[config.mk]
export PLATFORM = sky130hd
export DESIGN_NAME = clk_period_meter
export DESIGN_NICKNAME = d
export VERILOG_FILES = /design/src/rtl/clk_period_meter.sv
export SDC_FILE = /design/constraint.sdc
export NUM_CORES = 1
export LEC_CHECK = 0
export ABC_AREA = 1
export BUFFER_PORTS_ARGS = -buffer_cell sky130_fd_sc_hd__buf_2
export CORE_MARGIN = 1.5
export CORE_UTILIZATION = 55
export DETAILED_ROUTE_END_ITERATION = 12
export PLACE_DENSITY_LB_ADDON = 0.05
export SYNTH_ARGS = -nofsm -noshare
export SYNTH_HDL_FRONTEND = slang
export SYNTH_SLANG_ARGS = --single-unit
export TNS_END_PERCENT = 30
[constraint.sdc]
create_clock -name clk -period 4.9 [get_ports clk]
set_input_delay 0.245 -clock clk [delete_from_list [all_inputs] [get_ports clk]]
set_output_delay 0.245 -clock clk [all_outputs]
set_load 0.01 [all_outputs]
[src/rtl/clk_period_meter.sv]
// clk_period_meter
// Measures the period of a slow, asynchronous clock (clkin) in system clock
// cycles. It raises locked when two successive periods agree within TOL, and
// raises lost when clkin stops toggling for TIMEOUT cycles.
// Legal parameter range: 2 <= TIMEOUT < 2**CNT_W.
module clk_period_meter #(
   parameter int          CNT_W   = 32,
   parameter int unsigned TIMEOUT = 200000,
   parameter int unsigned TOL     = 2
) (
   input  logic             clk,
   input  logic             reset,
   input  logic             clkin,
   output logic [CNT_W-1:0] period,
   output logic             period_vld,
   output logic             locked,
   output logic             lost
);

   localparam logic [CNT_W-1:0] TIMEOUT_CNT = CNT_W'(TIMEOUT);
   localparam logic [CNT_W:0]   TOL_MAG     = (CNT_W+1)'(TOL);
   localparam logic [CNT_W-1:0] CNT_ONE     = CNT_W'(1);

   typedef enum logic [1:0] {
      IDLE    = 2'd0,
      MEASURE = 2'd1,
      LOST    = 2'd2
   } state_t;

   state_t state, state_nxt;

   // Synchronizer flops (p0, p1) and the history flop (p2) used for edge detection
   logic clkin_p0, clkin_p1, clkin_p2;
   logic rise;

   // Measurement registers and their next-state values
   logic [CNT_W-1:0] cnt, cnt_nxt;
   logic [CNT_W-1:0] prev, prev_nxt;
   logic             prev_ok, prev_ok_nxt;
   logic [CNT_W-1:0] period_nxt;
   logic             vld_nxt;
   logic             locked_nxt;
   logic             lost_nxt;

   // Magnitude of a - b, computed one bit wider so that the subtraction cannot overflow
   function automatic logic [CNT_W:0] abs_diff(input logic [CNT_W-1:0] a,
                                               input logic [CNT_W-1:0] b);
      logic signed [CNT_W:0] d;
      d = $signed({1'b0, a}) - $signed({1'b0, b});
      if (d < 0) begin
         d = -d;
      end
      return $unsigned(d);
   endfunction

   // A rise is detected one cycle after the synchronized level goes high.
   // The fixed latency is the same for every edge, so it cancels out of the period.
   assign rise = clkin_p1 & ~clkin_p2;

   // Bring clkin into the clk domain and keep one cycle of history
   always_ff @(posedge clk or negedge reset) begin
      if (!reset) begin
         clkin_p0 <= 1'b0;
         clkin_p1 <= 1'b0;
         clkin_p2 <= 1'b0;
      end else begin
         clkin_p0 <= clkin;
         clkin_p1 <= clkin_p0;
         clkin_p2 <= clkin_p1;
      end
   end

   // FSM state register
   always_ff @(posedge clk or negedge reset) begin
      if (!reset) begin
         state <= IDLE;
      end else begin
         state <= state_nxt;
      end
   end

   // Next-state logic plus the counter, period, lock and loss updates
   always_comb begin
      state_nxt   = state;
      cnt_nxt     = cnt;
      prev_nxt    = prev;
      prev_ok_nxt = prev_ok;
      period_nxt  = period;
      vld_nxt     = 1'b0;
      locked_nxt  = locked;
      lost_nxt    = lost;

      case (state)
         IDLE: begin
            // The first edge only starts the count; a full period has not been seen yet
            if (rise) begin
               state_nxt = MEASURE;
               cnt_nxt   = CNT_ONE;
            end
         end

         MEASURE: begin
            if (rise) begin
               // A rise takes priority over the timeout, even when both occur in the same cycle
               period_nxt  = cnt;
               vld_nxt     = 1'b1;
               cnt_nxt     = CNT_ONE;
               if (prev_ok) begin
                  locked_nxt = (abs_diff(cnt, prev) <= TOL_MAG);
               end
               prev_nxt    = cnt;
               prev_ok_nxt = 1'b1;
            end else if (cnt == TIMEOUT_CNT) begin
               // The count stops here; the timeout bound means it never wraps
               state_nxt   = LOST;
               lost_nxt    = 1'b1;
               locked_nxt  = 1'b0;
               prev_ok_nxt = 1'b0;
            end else begin
               cnt_nxt = cnt + CNT_ONE;
            end
         end

         LOST: begin
            // The count stays frozen; an edge restarts measurement without reporting a period
            if (rise) begin
               state_nxt = MEASURE;
               cnt_nxt   = CNT_ONE;
               lost_nxt  = 1'b0;
            end
         end

         default: begin
            state_nxt = IDLE;
         end
      endcase
   end

   // Measurement and output registers
   always_ff @(posedge clk or negedge reset) begin
      if (!reset) begin
         cnt        <= '0;
         prev       <= '0;
         prev_ok    <= 1'b0;
         period     <= '0;
         period_vld <= 1'b0;
         locked     <= 1'b0;
         lost       <= 1'b0;
      end else begin
         cnt        <= cnt_nxt;
         prev       <= prev_nxt;
         prev_ok    <= prev_ok_nxt;
         period     <= period_nxt;
         period_vld <= vld_nxt;
         locked     <= locked_nxt;
         lost       <= lost_nxt;
      end
   end

endmodule

==> impl_metrics.py <==
metrics = {
    "clock_network": {
        "postCtsHoldBufs": 1,
        "insertion_delay_ns": 0.34,
        "clkTransAtPathRegs_ns": 0.06,
        "post_cts_resize_count": 0,
        "cts_sinks": 73,
        "postCtsSetupBuffers": 0,
        "cts_tree": "yes",
        "cts_made_buffers": 9,
        "cts_root_buf": "clkbuf_16",
        "htree_levels": 3,
        "clk_path_buf_depth": 2,
    },
    "sta": {
        "fin_skew_ns": 0.00948,
        "fin_hold_ws_ns": 0.0427,
        "drv_slew": 0,
        "setup_viol": 0,
        "fin_ws_ns": 1.44,
        "fmax_ghz": 0.289,
        "rsz0062_at_grt": "no",
        "tightest_slew_ns": 1.04,
        "hold_viol_final": 0,
        "fin_crit_sh_pct": 70.5,
        "relSlewSlack_pct": 30.2,
        "period_needed_ns": 3.46,
        "totalNegativeSetupSlack_ns": 0,
    },
    "outcome": {
        "outcome": "finished clean",
    },
    "setup_path": {
        "path_class": "reg2reg",
        "crit_fanout": 42,
        "cp-start-kind": "register",
        "rr_worst_depth": 18,
        "crit_arrival_ns": 3.74,
        "worstPathRequired_ns": 5.19,
        "endpoint_kind": "register",
    },
    "power_and_ir_drop": {
        "cellPowerDensity_nw_per_um2": 726,
        "power_frac_comb_pct": 78.3,
        "p_leak_nw": 4.63,
        "seq_power_share_pct": 11.2,
        "switchingPower_mw": 3.57,
        "ir_worst_vdd_v": 0.000389,
        "pwr-share-clk_pct": 10.4,
        "p_sw_share_pct": 59.2,
        "intPower_mw": 2.46,
        "total_power_mw": 6.03,
    },
    "synthesis": {
        "netlist_area_um2": 7640,
        "synth-main-ff-cell": "dfrtp_1",
        "synth_edf_count": 0,
        "avgSynthCellArea_um2": 5.78,
        "synth_nets": 1361,
        "yosys_warnings": 0,
        "ys_ff_latch": 73,
        "ys_seq_area_share_pct": 23.9,
        "synth_cells": 1323,
        "synthDistinctLibCells": 40,
        "postSynth.asyncResetShare_pct": 100,
    },
    "drt": {
        "wl_per_cell_um": 14.3,
        "vias_per_cell": 5.30,
        "drt_wl_total_um": 22000,
        "vias": 8158,
        "drtIter0Drc": 558,
        "drc": 0,
        "drt-pass1-iter-count": 5,
        "ant_nets": 0,
    },
    "global_routing": {
        "grt.overflow.total": 0,
        "grt_max_degree": 74,
        "grt_pass1_wl_um": 36200,
        "grt_usage_pct": 31.7,
        "first_global_vias": 7477,
        "antenna_found_initial": 0,
    },
    "floorplanning": {
        "core_um2": 13400,
        "fp.dieH_um": 121,
        "initial_utilization_pct": 57.0,
        "pin_count": 38,
        "die_area_um2": 14600,
        "num_rows": 42,
        "die_w_um": 121,
    },
    "cells_and_area": {
        "multi_input_area_um2": 4860,
        "fillers": 1399,
        "seq_area_um2": 1830,
        "drive_above_1_share_pct": 10.5,
        "layout.nets": 1398,
        "layout_common_cells": "nand2_1, inv_1, nor2_1",
        "synthToLayoutAreaGrowth_pct": 8.64,
        "post-route-util_pct": 62.0,
        "final_common_cell": "nand2_1",
        "antenna_cells": 0,
    },
    "hold_path": {
        "hp-class": "in2async",
    },
    "placement": {
        "pre_cts_slack_ns": 1.49,
        "gp_congestion": 0.939,
        "dp_hpwl_um": 17800,
        "portBuffers": 37,
    },
    "flow_run": {
        "cap_viol_max_count": 0,
    },
}
[stage by stage]
stage | instance area [um^2] | cells
after global placement | 8010 | 1524
after CTS | 8300 | 1540
after global routing | 8300 | 1540
final | 8300 | 1540
after detailed placement | 8010 | 1524
after floorplan | 7640 | 1323
[power groups by stage]
stage | Clock, mW | Sequential [mW] | Combinational, mW
finish | 0.629 | 0.676 | 4.72
global route | 0.660 | 0.680 | 5.28
CTS | 0.642 | 0.675 | 4.66
detailed placement | 0 | 0.685 | 4.64
global placement | 0 | 0.685 | 4.58
floorplan | 0 | 0.685 | 3.67
[synthesized netlist by cell type, types with 7 or more instances]
library cell	n	area (um^2)
xor2_1	9	78.8
inv_1	225	845
dfrtp_1	73	1830
nor2_2	17	106
o21ai_0	55	275
nand3_1	109	546
nor4_1	9	56.3
nor3_1	25	125
a21oi_1	36	180
nand2_2	28	175
nand3_2	10	100
inv_2	13	48.8
nor2_1	118	443
nand2_1	481	1810
nand4_1	25	156
ha_1	34	425
clkbuf_1	7	26.3
[state kept, by name, indices dropped and copies added, names as in the netlist]
name,count
locked,1
lost,1
clkin_p1,1
clkin_p2,1
state,2
period_vld,1
prev_ok,1
prev,32
cnt,32
clkin_p0,1
[final timing paths]
| check | from | slack (ns) | end |
|---|---|---|---|
| max | cnt[27] | 1.44 | locked |
| min | reset | 0.04 | cnt[26] |
| max reg2reg | cnt[27] | 1.44 | locked |
| min reg2reg | clkin_p0 | 0.35 | clkin_p1 |
| max in group asynchronous | reset | 4.25 | prev[10] |
| min in group clk | clkin_p0 | 0.35 | clkin_p1 |
[metal layers]
metal | vias up | wire, um | share of wire, % | global-route usage [%]
met4 | 0 | 550 | 2.5 | 10.9
met3 | 36 | 1230 | 5.6 | 3.62
met5 | - | 0 | 0 | 0
li1 | 4212 | - | - | -
met2 | 217 | 10000 | 45 | 52.3
met1 | 3693 | 10200 | 46 | 43.2
[area by class of cell]
cell class                      instances  share of cell area [%]
Multi-Input combinational cell        996                    58.5
Sequential cell                        73                    22.0
Inverter                              239                    10.8
Clock buffer                           11                    3.04
Timing Repair Buffer                   41                    2.65
Tap cell                              176                    2.65
Clock inverter                          4                   0.347
[cell families (layout without fill, tap and decap cells)]
group | Yosys count | after routing | synth area share [%]
simple gates | 841 | 841 | 48.3
buf+inv | 254 | 295 | 12.6
compound gates | 107 | 107 | 7.79
flops | 73 | 73 | 23.9
fa+ha+maj | 35 | 35 | 5.83
xor+xnor | 13 | 13 | 1.49
[critical path, stage by stage, from the launching register on]
cell and delay (ns):
dfrtp_1 0.49, ha_1 0.40, nand2_1 0.16, inv_1 0.05, nand2_1 0.06, nand2_1 0.06, a21oi_1 0.17, nand2_1 0.15
a21oi_4 0.82, o21ai_0 0.16, a21oi_1 0.17, nand2_1 0.06, nor2_1 0.13, nand3b_1 0.11, nor2_1 0.10, nand2_1 0.05
nor2_1 0.10, nand2_1 0.07, nand2_1 0.06
Note: power is estimated with default switching activity, not from simulation.
